$ cat config.mk
export PLATFORM = sky130hd
export DESIGN_NAME = hex_display_scanner
export DESIGN_NICKNAME = d
export VERILOG_FILES = /design/src/rtl/hex_display_scanner.sv
export SDC_FILE = /design/constraint.sdc
export NUM_CORES = 1
export LEC_CHECK = 0
export CAP_MARGIN = 5
export CORE_ASPECT_RATIO = 1.2
export CORE_UTILIZATION = 45
export DETAILED_ROUTE_END_ITERATION = 7
export DONT_BUFFER_PORTS = 1
export GPL_ROUTABILITY_DRIVEN = 0
export GPL_TIMING_DRIVEN = 0
export PLACE_DENSITY = 0.57
export SYNTH_ARGS = -nofsm -noshare
export SYNTH_HDL_FRONTEND = slang
export SYNTH_SLANG_ARGS = --single-unit
$ cat constraint.sdc
create_clock -name clk_i -period 3.13 [get_ports clk_i]
set_input_delay 0.313 -clock clk_i [delete_from_list [all_inputs] [get_ports clk_i]]
set_output_delay 0.313 -clock clk_i [all_outputs]
set_load 0.005 [all_outputs]
$ cat src/rtl/hex_display_scanner.sv
// ---------------------------------------------------------------------------
// hex_display_scanner
//
// Purpose:
//    Shows a 32-bit value as 8 hexadecimal digits on a time-multiplexed,
//    common-anode 7-segment display (Nexys-style wiring, active-low anodes
//    and segments). The value is double-buffered: loads go into a shadow
//    register and only reach the displayed register at the end of a full
//    8-digit scan, so a value never changes partway through a frame.
//
// Parameters:
//    SCAN_DIV  clock cycles each digit stays lit (1 .. 2^20-1)
//
// Ports:
//    clk_i    in   1   system clock, rising edge
//    rst_i    in   1   asynchronous reset, active low
//    data_i   in   32  value to display
//    load_i   in   1   capture strobe, samples data_i whenever high
//    an_o     out  8   digit anodes, active low, an_o[0] = rightmost digit
//    seg_o    out  7   segments {g,f,e,d,c,b,a}, active low
//    frame_o  out  1   one-cycle pulse after each completed 8-digit scan
//
// Optional feature:
//    HEX_DISPLAY_LZ_BLANK_EN  when defined, leading zero digits (all digits
//    left of the most significant non-zero nibble) are blanked. Digit 0 is
//    always shown. Anode scanning is unaffected.
// ---------------------------------------------------------------------------
module hex_display_scanner #(
   parameter int unsigned SCAN_DIV = 50000
) (
   input  logic        clk_i,
   input  logic        rst_i,
   input  logic [31:0] data_i,
   input  logic        load_i,
   output logic [7:0]  an_o,
   output logic [6:0]  seg_o,
   output logic        frame_o
);

   localparam logic [19:0] DIV_LAST = 20'(SCAN_DIV - 1);

   logic [19:0] div_cnt;
   logic [2:0]  digit;
   logic [31:0] shadow;
   logic [31:0] disp;
   logic        pending;

   logic        tick;
   logic        wrap;
   logic [3:0]  cur_nibble;
   logic [6:0]  cur_seg;
   logic        digit_blank;

   // A tick ends the dwell time of the current digit; the tick on the last
   // digit is the frame boundary where the shadow value may be committed.
   assign tick = (div_cnt == DIV_LAST);
   assign wrap = tick && (digit == 3'd7);

   assign cur_nibble = disp[{digit, 2'b00} +: 4];

   // Hex to active-low segment pattern {g,f,e,d,c,b,a}.
   always_comb begin
      cur_seg = 7'h7F;
      case (cur_nibble)
         4'h0: cur_seg = 7'h40;
         4'h1: cur_seg = 7'h79;
         4'h2: cur_seg = 7'h24;
         4'h3: cur_seg = 7'h30;
         4'h4: cur_seg = 7'h19;
         4'h5: cur_seg = 7'h12;
         4'h6: cur_seg = 7'h02;
         4'h7: cur_seg = 7'h78;
         4'h8: cur_seg = 7'h00;
         4'h9: cur_seg = 7'h10;
         4'hA: cur_seg = 7'h08;
         4'hB: cur_seg = 7'h03;
         4'hC: cur_seg = 7'h46;
         4'hD: cur_seg = 7'h21;
         4'hE: cur_seg = 7'h06;
         4'hF: cur_seg = 7'h0E;
         default: cur_seg = 7'h7F;
      endcase
   end

`ifdef HEX_DISPLAY_LZ_BLANK_EN
   // A digit is a leading zero when it and every digit to its left are zero.
   // Digit 0 never blanks so a zero value still reads as a single "0".
   always_comb begin
      digit_blank = 1'b0;
      case (digit)
         3'd1: digit_blank = (disp[31:4]  == 28'h0);
         3'd2: digit_blank = (disp[31:8]  == 24'h0);
         3'd3: digit_blank = (disp[31:12] == 20'h0);
         3'd4: digit_blank = (disp[31:16] == 16'h0);
         3'd5: digit_blank = (disp[31:20] == 12'h0);
         3'd6: digit_blank = (disp[31:24] == 8'h0);
         3'd7: digit_blank = (disp[31:28] == 4'h0);
         default: digit_blank = 1'b0;
      endcase
   end
`else
   assign digit_blank = 1'b0;
`endif

   // Dwell counter and digit selector. The digit index wraps naturally from
   // 7 back to 0 through the 3-bit adder.
   always_ff @(posedge clk_i or negedge rst_i) begin
      if (!rst_i) begin
         div_cnt <= 20'd0;
         digit   <= 3'd0;
      end else if (tick) begin
         div_cnt <= 20'd0;
         digit   <= digit + 3'd1;
      end else begin
         div_cnt <= div_cnt + 20'd1;
      end
   end

   // Double buffer. Loads land in the shadow and raise pending; at the frame
   // boundary the displayed value is refreshed. A load arriving exactly on
   // the boundary bypasses the shadow so it is not delayed by a whole frame.
   always_ff @(posedge clk_i or negedge rst_i) begin
      if (!rst_i) begin
         shadow  <= 32'h0;
         disp    <= 32'h0;
         pending <= 1'b0;
      end else if (wrap) begin
         if (load_i) begin
            disp    <= data_i;
            shadow  <= data_i;
            pending <= 1'b0;
         end else if (pending) begin
            disp    <= shadow;
            pending <= 1'b0;
         end
      end else if (load_i) begin
         shadow  <= data_i;
         pending <= 1'b1;
      end
   end

   // Registered outputs, always reflecting the state of the previous cycle
   // so the anode and segment patterns change together.
   always_ff @(posedge clk_i or negedge rst_i) begin
      if (!rst_i) begin
         an_o    <= 8'hFF;
         seg_o   <= 7'h7F;
         frame_o <= 1'b0;
      end else begin
         an_o    <= ~(8'h01 << digit);
         seg_o   <= digit_blank ? 7'h7F : cur_seg;
         frame_o <= wrap;
      end
   end

endmodule

==> metrics.cfg <==
[power]
p_per_area_nw_per_um2=520
switchingPower_uw=536
switching_share=0.206
p_comb_frac=0.038
seq_power_share=0.537
clock_power_share=0.425
finalPower_mw=2.60
internal-power_mw=2.06
power.ir.vdd_worst_mv=0.250
power.leakage_nw=2.29

[sta]
period_share=0.780
worstMarginPinSlew_ps=610
drv_slew=0
rsz0062_at_grt=no
fin_ws_ps=689
relSlewSlack=0.589
worst_hold_slack_ps=135
hold_violations=0
fin_worst_skew_ps=6.56
clock.fmax_ghz=0.410
setup_viol=0
layout_min_cycle_time_ps=2440
fin_setup_tns_ps=0

[floorplan]
io_pins=51
die_area_um2=10500
rows=39
die_w_um=93.5
core_um2=9660
start_util=0.468
die_h_um=112

[drt]
drc=0
drt_wl_total_um=7860
drt_iter0_drc=101
num_vias=2418
viasPerCell=5.33
wl_per_cell_um=17.3
ant_nets=0
drt-pass1-iter-count=4

[worst_setup_path]
rr_startpoint=digit[0]
crit_buf_inv=2
crit_type=flop to flop
path_cells=buf_6, mux4_2, mux2i_1, inv_1, ha_1, mux2_2, o21ai_0
cp_slowest_cell=mux4_2
worstSetupEndpointType=flop
critical_path.top_delay_family=multiplexers
start_kind=flop
cp_num_cells=7
cp-startpoint=digit[0]
worst_path_largest_cell_delay_ps=530
cp.arrival_ps=2700
critPathMaxFanout=9
ff2ff_path_depth=7
worstPathRequired_ps=3390

[logic_synthesis]
mappedNetlistNets=361
synthTopCellsByArea=dfrtp_1, mux2_2, dfstp_2
synth_top_cell_by_area=dfrtp_1
synthFlopType=dfrtp_1
async_flop_share=1.00
yosys.area.top_type_share=0.493
syn_inst=314
synth_seq_area_share=0.580
synth-edff-count=0
synth.most_common_cell=dfrtp_1
ys_warn_count=0
avgSynthCellArea_um2=14.4
synth_cell_types=38
ys_top_cells_by_count=dfrtp_1, mux2_2, dfstp_2
netlist_area_um2=4520
ys_ff_latch=104

[clock_network]
htreeDepth=3
cts_tree=built
post_cts_buffers=0
cts_root_buf=clkbuf_16
clockBufferDepth=2
cts.clk_slew.worst_paths_ps=70
ctsResizeCount=0
hold_buffers=2
cts_sinks=104
clkLatencyLatePin_ps=340
cts_buffers=9

[final_layout]
final.fill_count=848
stdcell_area_um2=5000
multi_input_area_um2=1770
antenna_cells=0
drive_above_1_share=0.356
nets=374
ff_latch_area_um2=2620
area_delta_synth_final_pct=10.6

[global_route]
grt_max_degree=105
overflow=0
globalRouteMet3Util=0.0601
antenna_found_initial=1
grt_pass1_vias=2565
use_met1=0.233
grt_busiest_layer=met2
track_usage=0.170
grtUsageMet2=0.251
grt_pass1_wl_um=13300

[placement]
portBuffers=0
detailed_place_hpwl_um=5260
dp_slack_ps=680
placed_cell_area_um2=4680

[hold_path]
hold_path_depth=1
hp-class=input port to flop
hold_path_startpoint=data_i[8]

[run]
cap_violations=0

[outcome]
status=complete, no violations

[power by group through the flow]
stage	combinational [mW]	clock [mW]	sequential, mW
after floorplan	0.0568	0	1.42
after global placement	0.0678	0	1.42
after detailed placement	0.0694	0	1.42
after CTS	0.102	1.13	1.39
after global routing	0.111	1.19	1.40
final	0.0987	1.11	1.39
[logic make-up (layout without fill, tap and decap cells)]
| family | Yosys count | in the layout | share of synthesized area |
|---|---|---|---|
| xor+xnor | 19 | 19 | 0.0368 |
| flops | 104 | 104 | 0.580 |
| mux | 87 | 87 | 0.240 |
| simple gates | 59 | 59 | 0.0692 |
| buf+inv | 25 | 42 | 0.0288 |
| fa+ha+maj | 12 | 12 | 0.0332 |
| compound gates | 8 | 8 | 0.0125 |
[per-layer routing]
layer | vias up | share of wire
met1 | 1232 | 0.48
met4 | 2 | 0.014
met5 | - | 0.0022
li1 | 1124 | -
met3 | 12 | 0.046
met2 | 48 | 0.46
[path summary, 6_finish.rpt]
kind | to | slack (ps)
max | seg_o[4] | 690
min in group asynchronous | disp[13] | 610
max in group asynchronous | seg_o[0] | 2130
min | shadow[8] | 140
min reg2reg | div_cnt[19] | 480
max reg2reg | seg_o[4] | 690
[metrics by stage]
step	cells	util
after global placement	437	0.484
final	454	0.518
after detailed placement	437	0.484
after floorplan	314	-
after global routing	454	0.518
after CTS	454	0.518
[registers in the layout, indices dropped and copies added, names as in the netlist]
name and cells:
disp 32, shadow 32, div_cnt 20, an_o 8, seg_o 7, digit 3, frame_o 1, pending 1
[layout by cell type (no fill, tap or decap), types with 2 or more instances in the layout]
cell       netlist  layout
and3_1           2       2
buf_2            2       2
buf_6            4       4
clkbuf_1         4       5
clkbuf_16        0       9
clkinv_2         0       3
dfrtp_1         89      89
dfstp_2         15      15
ha_1            12      12
inv_1           13      13
mux2_2          67      67
mux2i_1          9       9
mux2i_4          2       2
mux4_2           7       7
nand2_1         12      12
nand3_1          6       6
nand4_1          4       4
nor2_1          13      13
nor3_1           8       8
nor4_1           5       5
o21ai_0          3       3
o31ai_1          2       2
xnor2_1         11      11
xor2_1           8       8
[worst register-to-register path, delay by kind of cell (launching register included)]
family	cells	cell delay [ps]
multiplexers	3	1230
adder cells (fa/ha/maj)	1	260
AO/OA/AOI/OAI	1	160
buffers and inverters	2	330
flip-flops	1	400
[area by class of cell]
type | count | share of cell area
Tap cell | 123 | 0.0308
Clock inverter | 4 | 0.00901
Timing Repair Buffer | 2 | 0.00751
Sequential cell | 104 | 0.524
Clock buffer | 11 | 0.0485
Multi-Input combinational cell | 185 | 0.354
Buffer | 11 | 0.0155
Inverter | 14 | 0.0105
(Power assumes the default switching activity.)
